File: src/rtl/prmcu_uart_pkg.sv
// rtl/prmcu_uart_pkg.sv - shared types and constants for the prmcu UART blocks
package prmcu_uart_pkg;
  typedef enum logic [1:0] {NONE = 2'b00, EVEN = 2'b01, ODD = 2'b10} parity_mode_t;
  typedef enum logic [2:0] {IDLE, START, DATA, PARITY, STOP, BRK} rx_state_t;
  localparam int ERR_PAR = 0;
  localparam int ERR_FRM = 1;
  localparam int ERR_BRK = 2;
endpackage

File: src/rtl/prmcu_uart_baud_tick.sv
// rtl/prmcu_uart_baud_tick.sv - prescaler producing a one-clk tick every clk_div_i+1 clocks
module prmcu_uart_baud_tick
  import prmcu_uart_pkg::*;
#(
  parameter int DIV_W = 16
) (
  input  logic             clk,
  input  logic             rst,
  input  logic             en,
  input  logic [DIV_W-1:0] clk_div_i,
  output logic             tick
);
  logic [DIV_W-1:0] cnt;

  // >= rather than == so a divider lowered mid-count still wraps promptly
  always_ff @(posedge clk or posedge rst) begin
    if (rst) begin
      cnt  <= '0;
      tick <= 1'b0;
    end else if (!en) begin
      cnt  <= '0;
      tick <= 1'b0;
    end else if (cnt >= clk_div_i) begin
      cnt  <= '0;
      tick <= 1'b1;
    end else begin
      cnt  <= cnt + 1'b1;
      tick <= 1'b0;
    end
  end
endmodule

File: src/rtl/prmcu_uart_rx_os.sv
// rtl/prmcu_uart_rx_os.sv - oversampling UART receiver with majority vote, parity, break and overrun
module prmcu_uart_rx_os
  import prmcu_uart_pkg::*;
#(
  parameter int MAX_DATA_BITS = 9,
  parameter int OVERSAMPLE    = 16,
  parameter int DIV_W         = 16
) (
  input  logic                               clk,
  input  logic                               rst,
  input  logic                               rx_en,
  input  logic [DIV_W-1:0]                   clk_div_i,
  input  logic [$clog2(MAX_DATA_BITS+1)-1:0] n_data_bits_i,
  input  logic [1:0]                         parity_mode_i,
  input  logic                               n_stop_bits_i,
  input  logic                               rx_i,
  output logic [MAX_DATA_BITS-1:0]           out_dat_o,
  output logic [2:0]                         out_err_o,
  output logic                               out_vld_o,
  input  logic                               out_rdy_i,
  output logic                               overrun_o,
  output logic                               busy_o
);
  localparam int NW = $clog2(MAX_DATA_BITS + 1);
  localparam int OW = $clog2(OVERSAMPLE);
  localparam logic [OW-1:0] OS_LAST = OW'(OVERSAMPLE - 1);
  localparam logic [OW-1:0] OS_S0   = OW'(OVERSAMPLE / 2 - 1);
  localparam logic [OW-1:0] OS_S1   = OW'(OVERSAMPLE / 2);
  localparam logic [OW-1:0] OS_VOTE = OW'(OVERSAMPLE / 2 + 1);

  logic                     rx_meta, rx, tick;
  rx_state_t                state;
  logic [OW-1:0]            os_cnt;
  logic [NW-1:0]            bit_cnt, n_data, n_clamped;
  parity_mode_t             par_mode, par_sel;
  logic                     two_stop, stop_second;
  logic                     s0, s1, vote, par_exp;
  logic [MAX_DATA_BITS-1:0] data;
  logic                     par_bit, par_err, frm_err;
  logic                     done, is_break;
  logic [2:0]               done_err;

  always_ff @(posedge clk or posedge rst) begin
    if (rst) begin
      rx_meta <= 1'b1;
      rx      <= 1'b1;
    end else begin
      rx_meta <= rx_i;
      rx      <= rx_meta;
    end
  end

  prmcu_uart_baud_tick #(.DIV_W(DIV_W)) u_tick (
    .clk       (clk),
    .rst       (rst),
    .en        (rx_en),
    .clk_div_i (clk_div_i),
    .tick      (tick)
  );

  always_comb begin
    n_clamped = n_data_bits_i;
    if (n_data_bits_i < NW'(5))
      n_clamped = NW'(5);
    else if (n_data_bits_i > NW'(MAX_DATA_BITS))
      n_clamped = NW'(MAX_DATA_BITS);
    case (parity_mode_i)
      2'b01:   par_sel = EVEN;
      2'b10:   par_sel = ODD;
      default: par_sel = NONE;
    endcase
  end

  // third sample is the live synchronised value at the resolve tick
  assign vote     = (s0 & s1) | (s0 & rx) | (s1 & rx);
  assign par_exp  = (par_mode == ODD) ? ~(^data) : (^data);
  assign done     = rx_en && tick && (state == STOP) && (os_cnt == OS_VOTE) &&
                    (!two_stop || stop_second);
  assign is_break = !vote && (data == '0) && !((par_mode != NONE) && par_bit);
  assign busy_o   = (state != IDLE);

  always_comb begin
    done_err          = '0;
    done_err[ERR_PAR] = par_err;
    done_err[ERR_FRM] = frm_err | ~vote;
    done_err[ERR_BRK] = is_break;
  end

  always_ff @(posedge clk or posedge rst) begin
    if (rst) begin
      state       <= IDLE;
      os_cnt      <= '0;
      bit_cnt     <= '0;
      n_data      <= NW'(5);
      par_mode    <= NONE;
      two_stop    <= 1'b0;
      stop_second <= 1'b0;
      s0          <= 1'b1;
      s1          <= 1'b1;
      data        <= '0;
      par_bit     <= 1'b0;
      par_err     <= 1'b0;
      frm_err     <= 1'b0;
    end else if (!rx_en) begin
      state <= IDLE;
    end else if (tick) begin
      if (state inside {START, DATA, PARITY, STOP}) begin
        os_cnt <= (os_cnt == OS_LAST) ? '0 : os_cnt + 1'b1;
        if (os_cnt == OS_S0) s0 <= rx;
        if (os_cnt == OS_S1) s1 <= rx;
      end
      case (state)
        IDLE: if (!rx) begin
          state       <= START;
          os_cnt      <= '0;
          n_data      <= n_clamped;
          par_mode    <= par_sel;
          two_stop    <= n_stop_bits_i;
          stop_second <= 1'b0;
          data        <= '0;
          par_bit     <= 1'b0;
          par_err     <= 1'b0;
          frm_err     <= 1'b0;
        end
        START: begin
          if (os_cnt == OS_VOTE && vote) state <= IDLE;
          else if (os_cnt == OS_LAST) begin
            state   <= DATA;
            bit_cnt <= '0;
          end
        end
        DATA: begin
          if (os_cnt == OS_VOTE) data <= data | (MAX_DATA_BITS'(vote) << bit_cnt);
          if (os_cnt == OS_LAST) begin
            if (bit_cnt == n_data - NW'(1)) state <= (par_mode == NONE) ? STOP : PARITY;
            else bit_cnt <= bit_cnt + 1'b1;
          end
        end
        PARITY: begin
          if (os_cnt == OS_VOTE) begin
            par_bit <= vote;
            par_err <= (vote != par_exp);
          end
          if (os_cnt == OS_LAST) state <= STOP;
        end
        STOP: begin
          if (os_cnt == OS_VOTE) begin
            if (!two_stop || stop_second) state <= is_break ? BRK : IDLE;
            else if (!vote) frm_err <= 1'b1;
          end else if (os_cnt == OS_LAST) begin
            stop_second <= 1'b1;
          end
        end
        BRK: if (rx) state <= IDLE;
        default: state <= IDLE;
      endcase
    end
  end

  // single-entry holding register; a full register without ready drops the new word
  always_ff @(posedge clk or posedge rst) begin
    if (rst) begin
      out_dat_o <= '0;
      out_err_o <= '0;
      out_vld_o <= 1'b0;
      overrun_o <= 1'b0;
    end else begin
      overrun_o <= 1'b0;
      if (done) begin
        if (!out_vld_o || out_rdy_i) begin
          out_dat_o <= data;
          out_err_o <= done_err;
          out_vld_o <= 1'b1;
        end else begin
          overrun_o <= 1'b1;
        end
      end else if (out_rdy_i) begin
        out_vld_o <= 1'b0;
      end
    end
  end
endmodule

File: config.mk
export PLATFORM = sky130hd
export DESIGN_NAME = prmcu_uart_rx_os
export DESIGN_NICKNAME = d
export VERILOG_FILES = /design/src/rtl/prmcu_uart_pkg.sv /design/src/rtl/prmcu_uart_baud_tick.sv /design/src/rtl/prmcu_uart_rx_os.sv
export SDC_FILE = /design/constraint.sdc
export NUM_CORES = 1
export LEC_CHECK = 0
export CORE_ASPECT_RATIO = 0.7
export CORE_UTILIZATION = 51
export DETAILED_ROUTE_END_ITERATION = 10
export GPL_TIMING_DRIVEN = 0
export PLACE_DENSITY_LB_ADDON = 0.12
export SLEW_MARGIN = 5
export SYNTH_ARGS = -nofsm -noshare
export SYNTH_HDL_FRONTEND = slang
export SYNTH_SLANG_ARGS = --single-unit
File: constraint.sdc
create_clock -name clk -period 2.09 [get_ports clk]
set_input_delay 0.5225 -clock clk [delete_from_list [all_inputs] [get_ports clk]]
set_output_delay 0.5225 -clock clk [all_outputs]
set_load 0.02 [all_outputs]
After elaboration in Yosys (flattened, before gate mapping). Cells that the tools add are included. Widths: inputs -> output; s select.

Add/sub/neg operators: 4. Magnitude comparators: 3. Eq/ne operators: 36. Shift-type cells: 1. Multiplexer cells: 51. Bitwise logic cells: 10. Reduce and logical (&&, ||, !) cells: 38.

Operators with widths (number): $mux 4 (10); $mux 3 (13); $mux 16 (2); $mux 9 (2); $pmux 3 s6 (1); $pmux 9 s2 (1); $add 16x1->16 const B (1); $ge 16x16->1 (1); $mux 1 (16); $ne 2x2->1 const B (8); $ne 3x2->1 const B (5); $reduce_and 7->1 (2); $eq 4x4->1 const B (3); $ne 2x1->1 const B (6); $reduce_and 4->1 (3); $reduce_bool 2->1 (6); $reduce_and 5->1 (2); $logic_not 9->1 (1); $or 9x9->9 (1); $reduce_and 9->1 (1); $reduce_xor 9->1 (1); $shl 1x4->9 (1); $add 4x1->4 const B (2); $logic_and 1x1->1 (8); 27 further kinds (46).

Flip-flop bits (word level): 66. Input bits: 28.

Logic depth before layout (Yosys ltp).
Word-level depth: 12. Depth in mapped cells: 9.

Hierarchy. Synthesis repeated with hierarchy kept, for this count alone.

Cell total of the unflattened synthesis: 418. Area, all modules: 3983.8 µm².

Modules (own cells, without submodules): prmcu_uart_rx_os (times used 1, cells each 284, area each 2701.3 µm², seq. area each 1233.7 µm²); prmcu_uart_baud_tick (times used 1, cells each 134, area each 1282.5 µm², seq. area each 425.4 µm²).

Least setup slack after synthesis. OpenSTA, ideal clock, no wires.

Path kind: input-to-reg. Start point: in clk_div_i[9]. End point: reg u_tick.cnt[10]. Setup time: 0.094 ns. Arrival: 2.058 ns. Data required time: 1.996 ns. Slack: -0.062 ns. Stages: 8. Cell sequence: inv_1 ha_1 a21o_1 a21o_1 a21oi_1 o211ai_1 clkbuf_1 a211oi_1.

Word-level cells in the longest chain between the ends: 3.

RTL lines: from (decl) (RTL line prmcu_uart_rx_os.sv:12) `input logic [DIV_W-1:0] clk_div_i,`; $ge 16x16->1 (RTL line prmcu_uart_baud_tick.sv:23) `end else if (cnt >= clk_div_i) begin`; $mux 16 (RTL line prmcu_uart_baud_tick.sv:23); $mux 16 (RTL line prmcu_uart_baud_tick.sv:20) `end else if (!en) begin`; to (signal assigned) (RTL line prmcu_uart_baud_tick.sv:27) `cnt <= cnt + 1'b1;`; to (decl) (RTL line prmcu_uart_baud_tick.sv:13) `logic [DIV_W-1:0] cnt;`.

Every way passes these cells. A chain may end at the register's enable or synchronous reset.

Final worst setup path.
Start point: reg state[1]. End point: reg data[7].

Word-level cells in the longest chain between the ends: 3. Elaborated cells on any way between the ends: 7.

RTL lines: from (decl) (RTL line prmcu_uart_rx_os.sv:32) `rx_state_t state;`; from (signal assigned) (RTL line prmcu_uart_rx_os.sv:135) `if (bit_cnt == n_data - NW'(1)) state <= (par_mode == NONE) ? STOP : PARITY;`; from (signal assigned) (RTL line prmcu_uart_rx_os.sv:148) `if (!two_stop || stop_second) state <= is_break ? BRK : IDLE;`; $eq 3x2->1 or $logic_not 3->1 (tied branches) (RTL line prmcu_uart_rx_os.sv:112) `case (state)`; $ne 2x2->1 (no line) or $reduce_bool 2->1 (tied branches); $reduce_and 5->1 (no line); to (signal assigned) (RTL line prmcu_uart_rx_os.sv:133) `if (os_cnt == OS_VOTE) data <= data | (MAX_DATA_BITS'(vote) << bit_cnt);`; to (decl) (RTL line prmcu_uart_rx_os.sv:38) `logic [MAX_DATA_BITS-1:0] data;`.

Parallel ways exist; a longest one is shown, timed or not.

==> metrics.md <==
| Metric | Value |
|---|---|
| Outcome | finished clean |
| Worst hold path class | reg2reg |
| N_diodes | 0 |
| Share of post-route cells with drive strength above 1 | 23.90% |
| DRC | 0 |
| First-pass GRT wire length | 14.19 mm |
| Final Net Count | 505 |
| Pre-CTS WS | -0.8769 ns |
| Crit path kind | reg2reg |
| Maximum clock frequency | 0.4788 GHz |
| Seq cells post-synth | 66 |
| Slowest-stage cell, CP | a2111o_1 |
| Die ar. | 7843 um^2 |
| Final Critical Period | 2.089 ns |
| # IOs | 43 |
| Largest net degree at the start of global routing | 41 |
| Clock root buffer | clkbuf_8 |
| CP Launch Type | flip-flop |
| Initial antenna violation count | 0 |
| Top FF cell, synth | dfrtp_1 |
| Fin. max-slew vios | 0 |
| Crit path max fanout | 10 |
| H-tree depth | 3 |
| Final hold vios | 0 |
| Global placement routability congestion | 0.8754 |
| Yosys Warn Count | 0 |
| CP Capture Type | flip-flop |
| WP data required | 2.37 ns |
| DR vias | 3140 |
| Crit path largest cell delay | 0.49 ns |
| RSZ-0062 raised after global routing | yes |
| Chip height | 74.40 um |
| Final WS setup | 0.001249 ns |
| CTS tree | done |
| Static leakage | 2.255 nW |
| Inserted Clock Buffers | 9 |
| Clock Latency Late Sink | 0.36 ns |
| Vias in the first global route | 2873 |
| VDD IR max | 0.6001 mV |
| Clk_skew | 0.01107 ns |
| Fillcell total | 538 |
| CORE AREA | 7007 um^2 |
| Most frequent cells in the layout | dfrtp_1 (59), inv_1 (36), clkdlybuf4s50_1 (34), nand2_1 (30), nor2_1 (21) |
| Routed len/inst | 16.62 um |
| Pwr Density | 591.9 nW/um^2 |
| All-Layer GR Usage | 24.23% |
| Post-synth EDFFs | 0 |
| Initial DRC count | 158 |
| Post-DR vias/cell | 5.709 |
| Max Cap Violations | 0 |
| Slew headroom | 54.60% |
| Syn_nets | 438 |
| GRT overflow | 0 |
| Avg Cell Area, Syn | 9.944 um^2 |
| Max Root-Sink Buffers | 2 |
| Fin cells | 550 |
| Routed WL | 9.143 mm |
| Die X | 105.4 um |
| Crit path DAT | 2.37 ns |
| Cells after Synth | 384 |
| Dpl hpwl | 6.099 mm |
| Synth unique cells | 57 |
| # rows | 25 |
| Most common cell after layout, fill and taps aside | dfrtp_1 |
| Worst-Margin Slew | 0.6748 ns |
| Final setup vio count | 0 |
| Crit-path cells | buf_6 -> or2_1 -> a2111o_1 -> nor3b_2 -> nand4_1 -> a21oi_1 |
| Sequential-to-total area share from yosys stat | 43.45% |
| Async SR Flop Fraction | 100.0% |
| First-pass detailed-route iteration total | 4 |
| Synth Cell Area | 3819 um^2 |
| P&R area growth vs syn | 30.21% |
| Initial core utilization | 54.50% |
| Number of placed cells counting well taps | 520 |
| Remaining antenna violation count | 0 |
| CTS Sinks | 66 |
| Buffers added on ports | 41 |
| Tcrit/Tclk final | 99.94% |
| Clock transition at path regs | 0.07 ns |
==> report_power, final <==
group	switching [mW]	internal (mW)	total (mW)
registers	0.0377	1.31	1.35
clock network	0.477	0.557	1.03
logic	0.305	0.253	0.559
==> sequential cells by signal, summed over array words and instances, names as in the netlist, 2 cells and up <==
register	count
bit_cnt	4
data	9
n_data	4
os_cnt	4
out_dat_o	9
out_err_o	3
par_mode	2
state	3
u_tick.cnt	16
==> routing by layer <==
layer	global-route usage, %	wire length (um)	share of wire (%)	up-vias
li1	-	-	-	1495
met1	35.07	4388	48	1539
met2	34.58	4044	44	87
met3	7.011	550	6.0	19
met4	9.233	159	1.7	0
met5	0	0	0	-
==> repair_timing <==
| action | in CTS | in global routing |
|---|---|---|
| setup endpoints to repair | 42 | 44 |
| pin swaps | 13 | 26 |
| resized for setup | 38 | 32 |
| cloned | 1 | 1 |
| hold buffers | 0 | 0 |
| buffers inserted | 7 | 6 |
==> cell usage after synthesis (2+ instances only) <==
master / instances / area share [%]
a211oi_1: 17 / 3.3
a21o_1: 6 / 1.2
a21oi_1: 21 / 2.8
a2bb2oi_1: 2 / 0.46
a31oi_1: 2 / 0.33
and2_1: 3 / 0.49
and3_1: 3 / 0.49
and3b_1: 2 / 0.46
buf_2: 4 / 0.52
clkbuf_1: 9 / 0.88
dfrtp_1: 60 / 39
dfstp_2: 6 / 4.1
ha_1: 26 / 8.5
inv_1: 40 / 3.9
mux2_2: 16 / 4.7
mux2i_1: 2 / 0.52
nand2_1: 31 / 3.0
nand2b_1: 6 / 0.98
nand3_1: 8 / 1.0
nand3b_1: 4 / 0.79
nand4_1: 7 / 1.1
nand4b_1: 2 / 0.46
nor2_1: 22 / 2.2
nor3_1: 5 / 0.66
nor3_2: 2 / 0.52
nor3b_1: 5 / 0.98
o2111ai_1: 2 / 0.46
o211ai_1: 5 / 0.98
o21ai_0: 10 / 1.3
or3_1: 6 / 0.98
xnor2_1: 20 / 4.6
xor2_1: 5 / 1.1
==> cell type report <==
type / instances / area [um^2] / area share, %
clock buffer: 14 / 182.7 / 3.674
sequential: 66 / 1660 / 33.39
clock inverter: 2 / 10.01 / 0.2013
inverter: 40 / 153.9 / 3.095
tap: 94 / 117.6 / 2.365
buffer: 13 / 95.09 / 1.912
timing repair buffer: 57 / 570.5 / 11.47
multi-input combinational: 264 / 2182 / 43.89
==> stage by stage <==
stage	power, mW	hold slack [ns]	instance area, um^2	TNS, ns	utilization [%]
floorplan	1.687	0.3452	3830	0	-
global placement	1.833	0.3479	4358	-14.19	62.20
detailed placement	1.846	0.3491	4378	-15.72	62.48
CTS	2.921	0.3588	4803	-0.03239	68.55
global route	3.071	0.3595	4972	-0.1157	70.96
finish	2.943	0.3574	4972	0	70.96
==> cell families after synthesis <==
kind of cell / Yosys count / synth area share [%]
compound gates: 77 / 14.02
xor+xnor: 26 / 6.324
fa+ha+maj: 27 / 8.781
buf+inv: 54 / 5.635
flops: 66 / 43.45
mux: 19 / 5.537
simple gates: 115 / 16.25
==> worst max-delay path: cells and delay by family, from the launching register on <==
family,cells,cell delay [ns]
compound gates,2,0.66
buf+inv,1,0.17
flops,1,0.45
simple gates,3,0.74
==> worst paths after layout <==
check | startpoint | endpoint | slack (ns) | depth (start not counted)
min in group asynchronous | rst | overrun_o | 0.58 | 2
worst min register to register | rx_meta | rx | 0.36 | 0
worst max-delay path | state[1] | data[7] | 0.001 | 6
max in group asynchronous | rst | n_data[0] | 0.86 | 3
worst max register to register | state[1] | data[7] | 0.001 | 6
worst min-delay path | rx_meta | rx | 0.36 | 0
No activity file was read; power rests on OpenSTA's default activity.
